--- config.mk ---
export PLATFORM = sky130hd
export DESIGN_NAME = traffic_demand_monitor
export DESIGN_NICKNAME = d
export VERILOG_FILES = /design/src/rtl/traffic_demand_monitor_pkg.sv /design/src/rtl/traffic_demand_monitor_lane_queue_counter.sv /design/src/rtl/traffic_demand_monitor.sv
export SDC_FILE = /design/constraint.sdc
export NUM_CORES = 1
export LEC_CHECK = 0
export BUFFER_PORTS_ARGS = -buffer_cell sky130_fd_sc_hd__clkbuf_2
export CAP_MARGIN = 30
export CORE_MARGIN = 8
export CORE_UTILIZATION = 50
export DETAILED_ROUTE_END_ITERATION = 8
export GPL_TIMING_DRIVEN = 0
export PLACE_DENSITY = 0.7
export SLEW_MARGIN = 20
export SYNTH_ARGS = -nofsm -noshare
export SYNTH_HDL_FRONTEND = slang
export SYNTH_SLANG_ARGS = --single-unit
--- constraint.sdc ---
create_clock -name clk -period 4.1 [get_ports clk]
set_input_delay 0.615 -clock clk [delete_from_list [all_inputs] [get_ports clk]]
set_output_delay 0.615 -clock clk [all_outputs]
set_load 0.01 [all_outputs]
--- src/rtl/traffic_demand_monitor_pkg.sv ---
// Shared definitions for the traffic demand monitor: light bit positions,
// queue sizing and the emergency qualifier state encoding.
package tdm_pkg;

    localparam int M_G_BIT = 0;   // main green in m_LRYG
    localparam int M_L_BIT = 3;   // left arrow in m_LRYG
    localparam int S_G_BIT = 0;   // secondary green in s_RYG

    localparam int            QW   = 3;
    localparam logic [QW-1:0] QMAX = '1;

    typedef enum logic [1:0] {
        E_IDLE,
        E_QUAL,
        E_ACTIVE,
        E_HOLD
    } emg_state_e;

endpackage

--- src/rtl/traffic_demand_monitor_lane_queue_counter.sv ---
// One lane: synchronizes the detector, turns each rising edge into an arrival,
// produces departure ticks while the lane is green, and keeps a saturating
// queue count.
module lane_queue_counter
    import tdm_pkg::*;
#(
    parameter int DEP_CYCLES = 4
) (
    input  logic          clk,
    input  logic          rst,
    input  logic          i_det,
    input  logic          i_green,
    output logic [QW-1:0] o_q
);

    localparam int            TW    = (DEP_CYCLES > 1) ? $clog2(DEP_CYCLES) : 1;
    localparam logic [TW-1:0] TLAST = TW'(DEP_CYCLES - 1);

    logic          r_sync1;
    logic          r_sync2;
    logic          r_prev;
    logic [TW-1:0] r_tmr;
    logic [QW-1:0] r_q;
    logic          w_arr;
    logic          w_tick;

    // Simultaneous arrival and departure cancel; otherwise step by one and
    // clamp at the ends. A departure on an empty queue is simply dropped.
    function automatic logic [QW-1:0] sat_next(input logic [QW-1:0] q,
                                               input logic          arr,
                                               input logic          dep);
        logic [QW-1:0] n;
        n = q;
        if (arr && !dep && (q != QMAX))
            n = q + 1'b1;
        else if (dep && !arr && (q != '0))
            n = q - 1'b1;
        return n;
    endfunction

    assign w_arr  = r_sync2 & ~r_prev;
    assign w_tick = i_green && (r_tmr == TLAST);
    assign o_q    = r_q;

    // Two-flop synchronizer plus the previous synchronized sample for edge detect.
    always_ff @(posedge clk or posedge rst) begin
        if (rst) begin
            r_sync1 <= 1'b0;
            r_sync2 <= 1'b0;
            r_prev  <= 1'b0;
        end else begin
            r_sync1 <= i_det;
            r_sync2 <= r_sync1;
            r_prev  <= r_sync2;
        end
    end

    // Departure timer: idle at zero off-green, wraps after the last count.
    always_ff @(posedge clk or posedge rst) begin
        if (rst)
            r_tmr <= '0;
        else if (!i_green || (r_tmr == TLAST))
            r_tmr <= '0;
        else
            r_tmr <= r_tmr + 1'b1;
    end

    // Queue occupancy update from this cycle's arrival and departure.
    always_ff @(posedge clk or posedge rst) begin
        if (rst)
            r_q <= '0;
        else
            r_q <= sat_next(r_q, w_arr, w_tick);
    end

endmodule

--- src/rtl/traffic_demand_monitor.sv ---
// Demand front end for the intersection light controller: per-lane queues,
// relative and absolute demand flags, and a qualified, held emergency request.
module traffic_demand_monitor
    import tdm_pkg::*;
#(
    parameter int DEP_CYCLES  = 4,
    parameter int MORE_MARGIN = 2,
    parameter int ABS_THRESH  = 5,
    parameter int P_THRESH    = 3,
    parameter int EMG_QUAL    = 3,
    parameter int EMG_HOLD    = 8
) (
    input  logic       clk,
    input  logic       rst,
    input  logic       m_det,
    input  logic       l_det,
    input  logic       s_det,
    input  logic       p_btn,
    input  logic       emg_req,
    input  logic [3:0] m_LRYG,
    input  logic [2:0] s_RYG,
    input  logic       p,
    output logic [2:0] main_num,
    output logic [2:0] left_num,
    output logic [2:0] sec_num,
    output logic [2:0] p_num,
    output logic       m_more,
    output logic       s_more,
    output logic       p_more,
    output logic       l_zero,
    output logic [2:0] absolute_num,
    output logic       s_emergency
);

    localparam int CMAX = (EMG_QUAL > EMG_HOLD) ? EMG_QUAL : EMG_HOLD;
    localparam int CW   = $clog2(CMAX + 1);

    // Lane order throughout: 0 main, 1 left, 2 secondary, 3 pedestrian.
    logic [3:0]    w_det;
    logic [3:0]    w_green;
    logic [QW-1:0] w_q [4];
    logic          w_unused;

    logic          r_m_more;
    logic          r_s_more;
    logic          r_p_more;
    logic          r_l_zero;
    logic [2:0]    r_abs;

    logic          r_emg_s1;
    logic          r_emg_s2;
    emg_state_e    r_state;
    emg_state_e    w_state_nxt;
    logic [CW-1:0] r_cnt;
    logic [CW-1:0] w_cnt_nxt;
    logic          r_emg_out;

    // Unsigned compare one bit wider than the queue so a + margin never wraps.
    function automatic logic ge_margin(input logic [QW-1:0] a, input logic [QW-1:0] b);
        return {1'b0, a} >= ({1'b0, b} + (QW+1)'(MORE_MARGIN));
    endfunction

    function automatic logic ge_level(input logic [QW-1:0] a, input int lvl);
        return {1'b0, a} >= (QW+1)'(lvl);
    endfunction

    assign w_det    = {p_btn, s_det, l_det, m_det};
    assign w_green  = {p, s_RYG[S_G_BIT], m_LRYG[M_L_BIT], m_LRYG[M_G_BIT]};
    // Amber/red bits are not needed; they are collected here on purpose.
    assign w_unused = &{1'b0, m_LRYG[2:1], s_RYG[2:1]};

    for (genvar i = 0; i < 4; i++) begin : g_lane
        lane_queue_counter #(
            .DEP_CYCLES(DEP_CYCLES)
        ) u_lane (
            .clk    (clk),
            .rst    (rst),
            .i_det  (w_det[i]),
            .i_green(w_green[i]),
            .o_q    (w_q[i])
        );
    end

    assign main_num     = w_q[0];
    assign left_num     = w_q[1];
    assign sec_num      = w_q[2];
    assign p_num        = w_q[3];
    assign m_more       = r_m_more;
    assign s_more       = r_s_more;
    assign p_more       = r_p_more;
    assign l_zero       = r_l_zero;
    assign absolute_num = r_abs;
    assign s_emergency  = r_emg_out;

    // Demand flags, registered one cycle behind the queue counts.
    always_ff @(posedge clk or posedge rst) begin
        if (rst) begin
            r_m_more <= 1'b0;
            r_s_more <= 1'b0;
            r_p_more <= 1'b0;
            r_l_zero <= 1'b1;
            r_abs    <= 3'b000;
        end else begin
            r_m_more <= ge_margin(w_q[0], w_q[2]);
            r_s_more <= ge_margin(w_q[2], w_q[0]);
            r_p_more <= ge_level(w_q[3], P_THRESH);
            r_l_zero <= (w_q[1] == '0);
            r_abs    <= {ge_level(w_q[0], ABS_THRESH),
                         ge_level(w_q[2], ABS_THRESH),
                         ge_level(w_q[1], ABS_THRESH)};
        end
    end

    // Emergency request synchronizer, FSM state, counter and Moore output.
    always_ff @(posedge clk or posedge rst) begin
        if (rst) begin
            r_emg_s1  <= 1'b0;
            r_emg_s2  <= 1'b0;
            r_state   <= E_IDLE;
            r_cnt     <= '0;
            r_emg_out <= 1'b0;
        end else begin
            r_emg_s1  <= emg_req;
            r_emg_s2  <= r_emg_s1;
            r_state   <= w_state_nxt;
            r_cnt     <= w_cnt_nxt;
            r_emg_out <= (w_state_nxt == E_ACTIVE) || (w_state_nxt == E_HOLD);
        end
    end

    // Qualify the request for EMG_QUAL cycles, then hold EMG_HOLD cycles past its drop.
    always_comb begin
        w_state_nxt = r_state;
        w_cnt_nxt   = r_cnt;
        case (r_state)
            E_IDLE: begin
                if (r_emg_s2) begin
                    w_state_nxt = E_QUAL;
                    w_cnt_nxt   = CW'(1);
                end
            end
            E_QUAL: begin
                if (!r_emg_s2) begin
                    w_state_nxt = E_IDLE;
                    w_cnt_nxt   = '0;
                end else if (r_cnt == CW'(EMG_QUAL)) begin
                    w_state_nxt = E_ACTIVE;
                end else begin
                    w_cnt_nxt = r_cnt + 1'b1;
                end
            end
            E_ACTIVE: begin
                if (!r_emg_s2) begin
                    w_state_nxt = E_HOLD;
                    w_cnt_nxt   = '0;
                end
            end
            E_HOLD: begin
                if (r_emg_s2) begin
                    w_state_nxt = E_ACTIVE;
                end else if (r_cnt == CW'(EMG_HOLD - 1)) begin
                    w_state_nxt = E_IDLE;
                    w_cnt_nxt   = '0;
                end else begin
                    w_cnt_nxt = r_cnt + 1'b1;
                end
            end
            default: begin
                w_state_nxt = E_IDLE;
                w_cnt_nxt   = '0;
            end
        endcase
    end

endmodule

# After elaboration in Yosys (flattened, before gate mapping)
# Index checks and enable logic that the tools add are counted.
word_totals:
  register_bits: 48
classes:
  bitwise_logic: 8
  n_lt_le_gt_ge: 6
  reduce_logical: 48
  eq_ne: 19
  mux: 26
  n_addsub: 15
op_table:
  columns: ["cell", "n"]
  rows:
  - ["$mux 3", 8]
  - ["$mux 4", 6]
  - ["$logic_and 1x1->1", 20]
  - ["$mux 2", 10]
  - ["$eq 2x2->1 const B", 8]
  - ["$pmux 4 s4", 1]
  - ["$ne 3x3->1 const B", 5]
  - ["$add 3x1->3 const B", 4]
  - ["$logic_not 1->1", 12]
  - ["$reduce_bool 3->1", 4]
  - ["$sub 3x1->3 const B", 4]
  - ["$ge 3x3->1 const B", 3]
  - ["$add 2x1->2 const B", 4]
  - ["$add 3x2->4 const B", 2]
  - ["$ge 3x4->1", 2]
  - ["$pmux 2 s4", 1]
  - ["$reduce_bool 2->1", 4]
  - ["$ne 2x2->1 const B", 3]
  - ["$logic_or 1x1->1", 5]
  - ["$add 4x1->4 const B", 1]
  - ["$and 1x1->1", 4]
  - ["$eq 4x2->1 const B", 1]
  - ["$eq 4x3->1 const B", 1]
  - ["$not 1->1", 4]
  - ["other kinds (5)", 5]

# Depth between registers and ports, before layout
# Gate-level depths: netlist of the first run.
logic_depth:
  depth_word: 7
  depth_mapped: 8
  mapped_depth_nobuf: 8

# Hierarchy
# Synthesis of the first run repeated with hierarchy kept, for this count alone.
hier_totals:
  hier_cells: 278
  area_unflattened_um2: 2698.8
modules_own_cells:
  columns: ["mod", "area_per_inst_um2", "cells_each", "instances"]
  rows:
  - ["lane_queue_counter", 450.4, 47, 4]
  - ["traffic_demand_monitor", 897.1, 90, 1]

# Worst setup path before layout of the first run
# OpenSTA, ideal clock, no wires.
synth_timing:
  kind: "in2reg"
  startpoint: "input port m_LRYG[3]"
  endpoint: "register g_lane[1].u_lane.r_q[1]"
  setup_time_ns: 0.111
  n_path_buf: 0
  arrival_time_ns: 2.028
  path_stages: 6
  path_slack_ns: 1.961
  cell_sequence: "nand2_1 > nand2_2 > a31o_2 > fa_1 > o32ai_1 > a2111oi_2"
synth_between:
  elab_chain_cells: 5
  elab_cells_between_ends: 8
  classes_between: "mux: 1; reduce/logical: 7"
synth_lines:
  columns: ["item", "line_no", "rtl"]
  rows:
  - ["start: declaration", "traffic_demand_monitor.sv:20", "input logic [3:0] m_LRYG,"]
  - ["$logic_and 1x1->1 (*)", "traffic_demand_monitor_lane_queue_counter.sv:42", "assign w_tick = i_green && (r_tmr == TLAST);"]
  - ["$logic_not 1->1", "traffic_demand_monitor_lane_queue_counter.sv:34", "if (arr && !dep && (q != QMAX))"]
  - ["$logic_and 1x1->1 (2 in series)", "traffic_demand_monitor_lane_queue_counter.sv:34", null]
  - ["$mux 3 or $reduce_bool 2->1 (tied branches)", null, null]
  - ["end signal: assignment", "traffic_demand_monitor_lane_queue_counter.sv:73", "r_q <= sat_next(r_q, w_arr, w_tick);"]
  - ["end: declaration", "traffic_demand_monitor_lane_queue_counter.sv:23", "logic [QW-1:0] r_q;"]
# Mark *: on every way between the ends. The rest lies on a longest branch, timed or not.
# A chain may end at the register's enable or synchronous reset.

# Final worst setup path of the first run
layout_timing:
  startpoint: "register g_lane[2].u_lane.r_tmr[0]"
  endpoint: "register g_lane[2].u_lane.r_q[2]"
layout_between:
  elab_chain_cells: 6
  elab_cells_between_ends: 9
  classes_between: "eq/ne: 1; mux: 1; reduce/logical: 7"
layout_lines:
  columns: ["item", "line_no", "rtl"]
  rows:
  - ["start: declaration", "traffic_demand_monitor_lane_queue_counter.sv:22", "logic [TW-1:0] r_tmr;"]
  - ["start signal: assignment", "traffic_demand_monitor_lane_queue_counter.sv:65", "r_tmr <= r_tmr + 1'b1;"]
  - ["$eq 2x2->1 (*)", "traffic_demand_monitor_lane_queue_counter.sv:42", null]
  - ["$logic_and 1x1->1 (*)", "traffic_demand_monitor_lane_queue_counter.sv:42", null]
  - ["$logic_not 1->1", "traffic_demand_monitor_lane_queue_counter.sv:34", null]
  - ["$logic_and 1x1->1 (2 in series)", "traffic_demand_monitor_lane_queue_counter.sv:34", null]
  - ["$mux 3 or $reduce_bool 2->1 (tied branches)", null, null]
  - ["end signal: assignment", "traffic_demand_monitor_lane_queue_counter.sv:73", null]
  - ["end: declaration", "traffic_demand_monitor_lane_queue_counter.sv:23", null]
# Marks and branches as above.

==> out/results.ini, run 1 <==
[critical_path]
critPathMaxFanout=6
critPathBufInv=0
ff2ff_path_depth=7
critPathCaptureType=flip-flop
critPathTopFamily=compound AO/OA/AOI/OAI gates
rr_endpoint=g_lane[2].u_lane.o_q[2]$_DFFE_PP0P_
r2r_slack_ns=1.76
cp_common_cell=a211oi_1
path_class=flip-flop to flip-flop
path_cells=ha_1 > a21oi_1 > nand2_1 > fa_1 > nor3_1 > a211oi_1 > a211oi_1
crit_arrival_ns=2.55
critPathSlowestCell=fa_1
crit_path_start_kind=flip-flop
cp_data_required_time_ns=4.31
timing.rr.start=g_lane[2].u_lane.r_tmr[0]$_DFF_PP0_
max_stage_delay_ns=0.47

[sta]
skew_ns=0.00780
setup_ws_ns=1.76
rsz0062_at_grt=false
slew_headroom=0.688
period_needed_ns=2.34
worst_pin_slew_ns=0.467
slew_viol_final=0
fmax_mhz=427
setup_viol=0
fin_crit_sh=0.571
fin_tns_setup_ns=0
hold_viol_final=0

[drt]
route.antenna.remaining_nets=0
viasPerCell=5.55
drc=0
routed_wl_mm=4.66
wire_per_inst_um=13.1
drt_first_pass_iters=4
drt_iter0_markers=93
vias=1977

[die]
dieWidth_um=88.0
die-area_um2=7750
start_util=0.511
coreArea_um2=5070
row_count=26
die_h_um=88.0
pin_count=35

[final_layout]
drive_gt1_frac=0.213
nNetsFinal=318
area_growth_pct=14.2
regArea_um2=1200
multi_input_area_um2=1310
insertedDiodeCount=0
nFillCells=473

[logic_synthesis]
syn-cell-area_um2=2590
synth_warnings=0
syn_nets=280
syn_inst=247
async_reset_ff_frac=1.00
synth_cell_types=44
seq_area_frac_synth=0.463
synth_top_flop_cell=dfrtp_1
synth_seq_cells=48
synth_edf_count=0
avgSynthCellArea_um2=10.5

[clock_tree]
cts_resized=0
cts-hold-fix-buffers=0
htree_levels=2
postCtsSetupBuffers=0
root_buffer=clkbuf_8
cts_buffer_depth=2
insertion_delay_ns=0.30
cts.clk_slew.worst_paths_ns=0.09
cts_tree=built
clock-sinks=48
cts_made_buffers=5

[global_routing]
grt_pass1_vias=1867
grt_pass1_wl_mm=8.17
antenna_found_initial=0
grtUsageTotal=0.130
gr-total-overflow=0
grt_max_degree=32

[status]
status=finished clean

[place]
hpwl_mm=3.49
io_buffers=30
dp_slack_ns=1.68
gp_congestion=0.792

[pwr]
ir_drop_v=0.000358
p_leak_nw=1.35
power_density_nw_per_um2=641

[flow_run]
drv_cap=0

[worst_hold_path]
hp-class=input pin to async pin

[registers in the layout, summed over array words and instances, names as in the netlist, 2 cells and up]
| register | count |
|---|---|
| g_lane.u_lane.r_prev | 4 |
| r_cnt | 4 |
| g_lane.u_lane.o_q | 12 |
| absolute_num | 3 |
| r_state | 2 |
| g_lane.u_lane.r_sync1 | 4 |
| g_lane.u_lane.r_sync2 | 4 |
| g_lane.u_lane.r_tmr | 8 |
[metal layers]
metal	global-route usage	vias to the layer above	wire [µm]
met5	0	-	0
met4	0.0369	0	32
met3	0.0319	4	195
met2	0.221	32	2240
met1	0.160	949	2190
li1	-	992	-
[kinds of logic after synthesis]
group / after synthesis / synth area share
simple gates: 89 / 0.196
compound gates: 70 / 0.196
flops: 48 / 0.463
buf+inv: 19 / 0.0313
fa+ha+maj: 18 / 0.0984
mux: 3 / 0.0154
[stage by stage]
| step | hold WS, ns | cells | power [mW] | instance area, µm² | util |
|---|---|---|---|---|---|
| global route | 0.299 | 356 | 2.07 | 2960 | 0.584 |
| floorplan | 0.331 | 247 | 1.33 | 2590 | - |
| CTS | 0.281 | 356 | 1.92 | 2960 | 0.584 |
| global placement | 0.332 | 347 | 1.55 | 2830 | 0.558 |
| finish | 0.277 | 356 | 1.90 | 2960 | 0.584 |
| detailed placement | 0.338 | 348 | 1.58 | 2850 | 0.562 |
[worst register-to-register path, delay by kind of cell, from the launching register on]
family	cells	cell delay, ns
adder cells (fa/ha/maj)	2	0.70
flip-flops	1	0.39
AO/OA/AOI/OAI	3	0.75
AND/OR/NAND/NOR	2	0.42
[Yosys cell counts (2+ instances only)]
cell type	n	area share
a2111oi_2	4	0.023
a211oi_1	10	0.029
a21o_1	3	0.0087
a21oi_1	16	0.031
a221oi_1	2	0.0068
a31o_2	3	0.010
a32o_1	2	0.0077
and2_1	2	0.0048
and3_1	2	0.0048
and3b_1	5	0.017
buf_2	2	0.0039
clkbuf_1	5	0.0072
dfrtp_1	47	0.45
fa_1	4	0.031
ha_1	14	0.068
inv_1	11	0.016
mux2_4	2	0.012
nand2_1	20	0.029
nand2_2	2	0.0048
nand2b_1	5	0.012
nand2b_4	2	0.011
nand3_1	10	0.019
nand4b_1	3	0.010
nor2_1	10	0.014
nor2b_1	5	0.012
nor3_1	10	0.019
nor3b_1	4	0.012
o211a_1	2	0.0077
o211ai_1	4	0.012
o21a_1	2	0.0058
o21ai_0	11	0.021
o22ai_1	5	0.012
o32ai_1	4	0.013
or3_1	4	0.0096
[cells in the final DEF, fill, tap and decap left out, drive strengths merged, types with 5 or more instances in the layout]
master and n:
nand2 22, o22ai 5, a21oi 16, and3b 5
nor2b 5, o21ai 12, clkbuf 40, nand2b 7
nor3 10, nor2 10, ha 14, dfrtp 47
a211oi 10, nand3 11, inv 11
[worst max-delay path by stage]
stage | from | slack, ns | to | cells past startpoint
floorplan | m_LRYG[3] | 1.96 | g_lane[1].u_lane.o_q[1]$_DFFE_PP0P_ | 6
global placement | m_LRYG[3] | 1.70 | g_lane[1].u_lane.o_q[1]$_DFFE_PP0P_ | 7
detailed placement | s_RYG[0] | 1.68 | g_lane[2].u_lane.o_q[2]$_DFFE_PP0P_ | 7
CTS | g_lane[2].u_lane.r_tmr[0]$_DFF_PP0_ | 1.73 | g_lane[2].u_lane.o_q[2]$_DFFE_PP0P_ | 7
global route | g_lane[2].u_lane.r_tmr[0]$_DFF_PP0_ | 1.55 | g_lane[2].u_lane.o_q[2]$_DFFE_PP0P_ | 7
finish | g_lane[2].u_lane.r_tmr[0]$_DFF_PP0_ | 1.76 | g_lane[2].u_lane.o_q[2]$_DFFE_PP0P_ | 7
[layout make-up]
| class | count | area share |
|---|---|---|
| Tap cell | 70 | 0.0295 |
| Sequential cell | 48 | 0.406 |
| Clock buffer | 5 | 0.0232 |
| Buffer | 8 | 0.0135 |
| Inverter | 11 | 0.0139 |
| Clock inverter | 3 | 0.0144 |
| Timing Repair Buffer | 31 | 0.0574 |
| Multi-Input combinational cell | 180 | 0.442 |
[power breakdown]
part	internal, mW	switching, mW	leakage [nW]
Combinational	0.369	0.450	0.731
Clock	0.181	0.158	0.0541
Sequential	0.600	0.142	0.563
Total	1.15	0.750	1.35
Power figures use the tool's default switching activity.
==> run 2: changes to the inputs <==
--- a/config.mk
+++ b/config.mk
@@ -5,6 +5,7 @@
 export SDC_FILE = /design/constraint.sdc
 export NUM_CORES = 1
 export LEC_CHECK = 0
+export ABC_AREA = 1
 export BUFFER_PORTS_ARGS = -buffer_cell sky130_fd_sc_hd__clkbuf_2
 export CAP_MARGIN = 30
 export CORE_MARGIN = 8
==> constraint.sdc (replaced) <==
create_clock -name clk -period 2.5 [get_ports clk]
set_input_delay 0.375 -clock clk [delete_from_list [all_inputs] [get_ports clk]]
set_output_delay 0.375 -clock clk [all_outputs]
set_load 0.01 [all_outputs]
==> out/results.ini, run 2 <==
[status]
status=finished clean

[global_routing]
gr-total-overflow=0
antenna_found_initial=0
grtUsageTotal=0.119
grt_max_degree=25
grt_pass1_wl_mm=6.98
grt_pass1_vias=1636

[critical_path]
max_stage_delay_ns=0.41
critPathSlowestCell=fa_1
cp_common_cell=nand3_1
crit_path_start_kind=flip-flop
crit_arrival_ns=1.84
path_class=flip-flop to flip-flop
cp_data_required_time_ns=2.69
path_cells=ha_1 > nand2_2 > nand3_2 > fa_1 > inv_1 > nand3_1 > nand3_1 > nand2_1
critPathMaxFanout=3
ff2ff_path_depth=8
critPathCaptureType=flip-flop

[sta]
slew_viol_final=0
fin_crit_sh=0.662
worst_pin_slew_ns=0.325
setup_viol=0
period_needed_ns=1.66
setup_ws_ns=0.844
rsz0062_at_grt=false
hold_viol_final=0
slew_headroom=0.784
timing.hold.ws_ns=0.127
fmax_mhz=604
skew_ns=0.00508
fin_tns_setup_ns=0

[clock_tree]
htree_levels=2
cts.clk_slew.worst_paths_ns=0.08
cts_resized=0
postCtsSetupBuffers=0
cts_tree=built
clock-sinks=48
cts_made_buffers=5
cts-hold-fix-buffers=0
root_buffer=clkbuf_8
insertion_delay_ns=0.29
cts_buffer_depth=2

[worst_hold_path]
hp-class=input pin to async pin

[logic_synthesis]
syn_inst=239
synth_top_area_frac=0.509
synth_warnings=0
syn-cell-area_um2=2310
syn_nets=272
synth_area_leader_cell=dfrtp_1
synthTopCellsByCount=dfrtp_1, nand2_1, inv_1
avgSynthCellArea_um2=9.67
synth_seq_cells=48
async_reset_ff_frac=1.00
yosys-top-cells-area=dfrtp_1, ha_1, nand2_1
synth_top_flop_cell=dfrtp_1
synth_cell_types=27
synth.most_common_cell=dfrtp_1
synth_edf_count=0
seq_area_frac_synth=0.520

[final_layout]
largest_register_ff_count=12
area_growth_pct=15.7
mostFrequentLayoutCells=dfrtp_1, nand2_1, inv_1, clkbuf_2, nand3_1
insertedDiodeCount=0
nNetsFinal=311
layout_commonest_cell=dfrtp_1
drive_gt1_frac=0.229
final_cell_area_um2=2680

[place]
io_buffers=30
dp_slack_ns=0.837
gp_congestion=0.810
hpwl_mm=2.95
place_area_um2=2580

[drt]
drc=0
wire_per_inst_um=11.4
viasPerCell=4.95
drt_first_pass_iters=4
route.antenna.remaining_nets=0
drt_iter0_markers=67
vias=1640
routed_wl_mm=3.77

[die]
pin_count=35
row_count=24
start_util=0.524
coreArea_um2=4410
dieWidth_um=84.0
die-area_um2=7060
die_h_um=84.0

[pwr]
ir_drop_v=0.000563
p_leak_nw=1.42
power_density_nw_per_um2=1080

[flow_run]
drv_cap=0

[run 2: changes by cell type after synthesis, moves of 6 or more]
| cell | change |
|---|---|
| inv_1 | +23 |
| nand2_1 | +23 |
| a21oi_1 | -11 |
| nand3_1 | +10 |
| a211oi_1 | -9 |
| o21ai_0 | -7 |
| nand4_1 | +6 |
| nor3_1 | -6 |
| o21ai_1 | +6 |
[run 2: power by group]
group / switching, mW / leakage, nW / internal [mW]
Combinational: 0.681 / 0.784 / 0.483
Clock: 0.237 / 0.0510 / 0.221
Sequential: 0.250 / 0.585 / 1.01
[run 2: kinds of logic after synthesis]
kind of cell / count (synthesis) / share of synthesized area
and+or+nand+nor: 104 / 0.224
adders and majority gates: 18 / 0.110
xor gates and xnor gates: 5 / 0.0189
AOI/OAI and AO/OA: 23 / 0.0601
buffers and inverters: 41 / 0.0666
DFF: 48 / 0.520
[run 2: path summary, 6_finish.rpt]
kind / from / slack [ns] / endpoint
setup / recovery: g_lane[0].u_lane.r_tmr[0]$_DFF_PP0_ / 0.84 / g_lane[0].u_lane.o_q[2]$_DFFE_PP0P_
setup reg to reg: g_lane[0].u_lane.r_tmr[0]$_DFF_PP0_ / 0.84 / g_lane[0].u_lane.o_q[2]$_DFFE_PP0P_
hold / removal: rst / 0.13 / r_cnt[2]$_DFFE_PP0P_
hold reg to reg: g_lane[1].u_lane.r_sync1$_DFF_PP0_ / 0.35 / g_lane[1].u_lane.r_sync2$_DFF_PP0_
min in group clk: m_det / 0.19 / g_lane[0].u_lane.r_sync1$_DFF_PP0_
max in group asynchronous: rst / 2.16 / l_zero$_DFF_PP1_
[run 2: critical path: cells and delay by family, from the launching register on]
kind,cells,cell delay (ns)
fa+ha+maj,2,0.65
buf+inv,1,0.07
flops,1,0.39
simple gates,5,0.44
[run 2: stage by stage]
step	util	instances	power (mW)
2_1_floorplan	-	239	2.07
3_3_place_gp	0.573	321	2.40
3_5_place_dp	0.585	323	2.46
4_1_cts	0.606	331	2.93
5_1_grt	0.606	331	3.20
6_report	0.606	331	2.88
[run 2: routing by layer]
metal / GRT usage / wire length, µm / up-vias / part of all wire
li1: - / - / 844 / -
met1: 0.141 / 1750 / 758 / 0.46
met2: 0.193 / 1790 / 30 / 0.47
met3: 0.0371 / 163 / 8 / 0.043
met4: 0.0518 / 70 / 0 / 0.019
met5: 0 / 0 / - / 0
[run 2: final cells by class]
class | instances | area, µm²
fillers | 357 | 1740
flip-flops and latches | 48 | 1200
multi-input cells | 150 | 956
repair buffers | 32 | 205
inverters | 41 | 154
clock buffers | 6 | 82.6
well taps | 52 | 65.1
clock inverters | 2 | 10.0
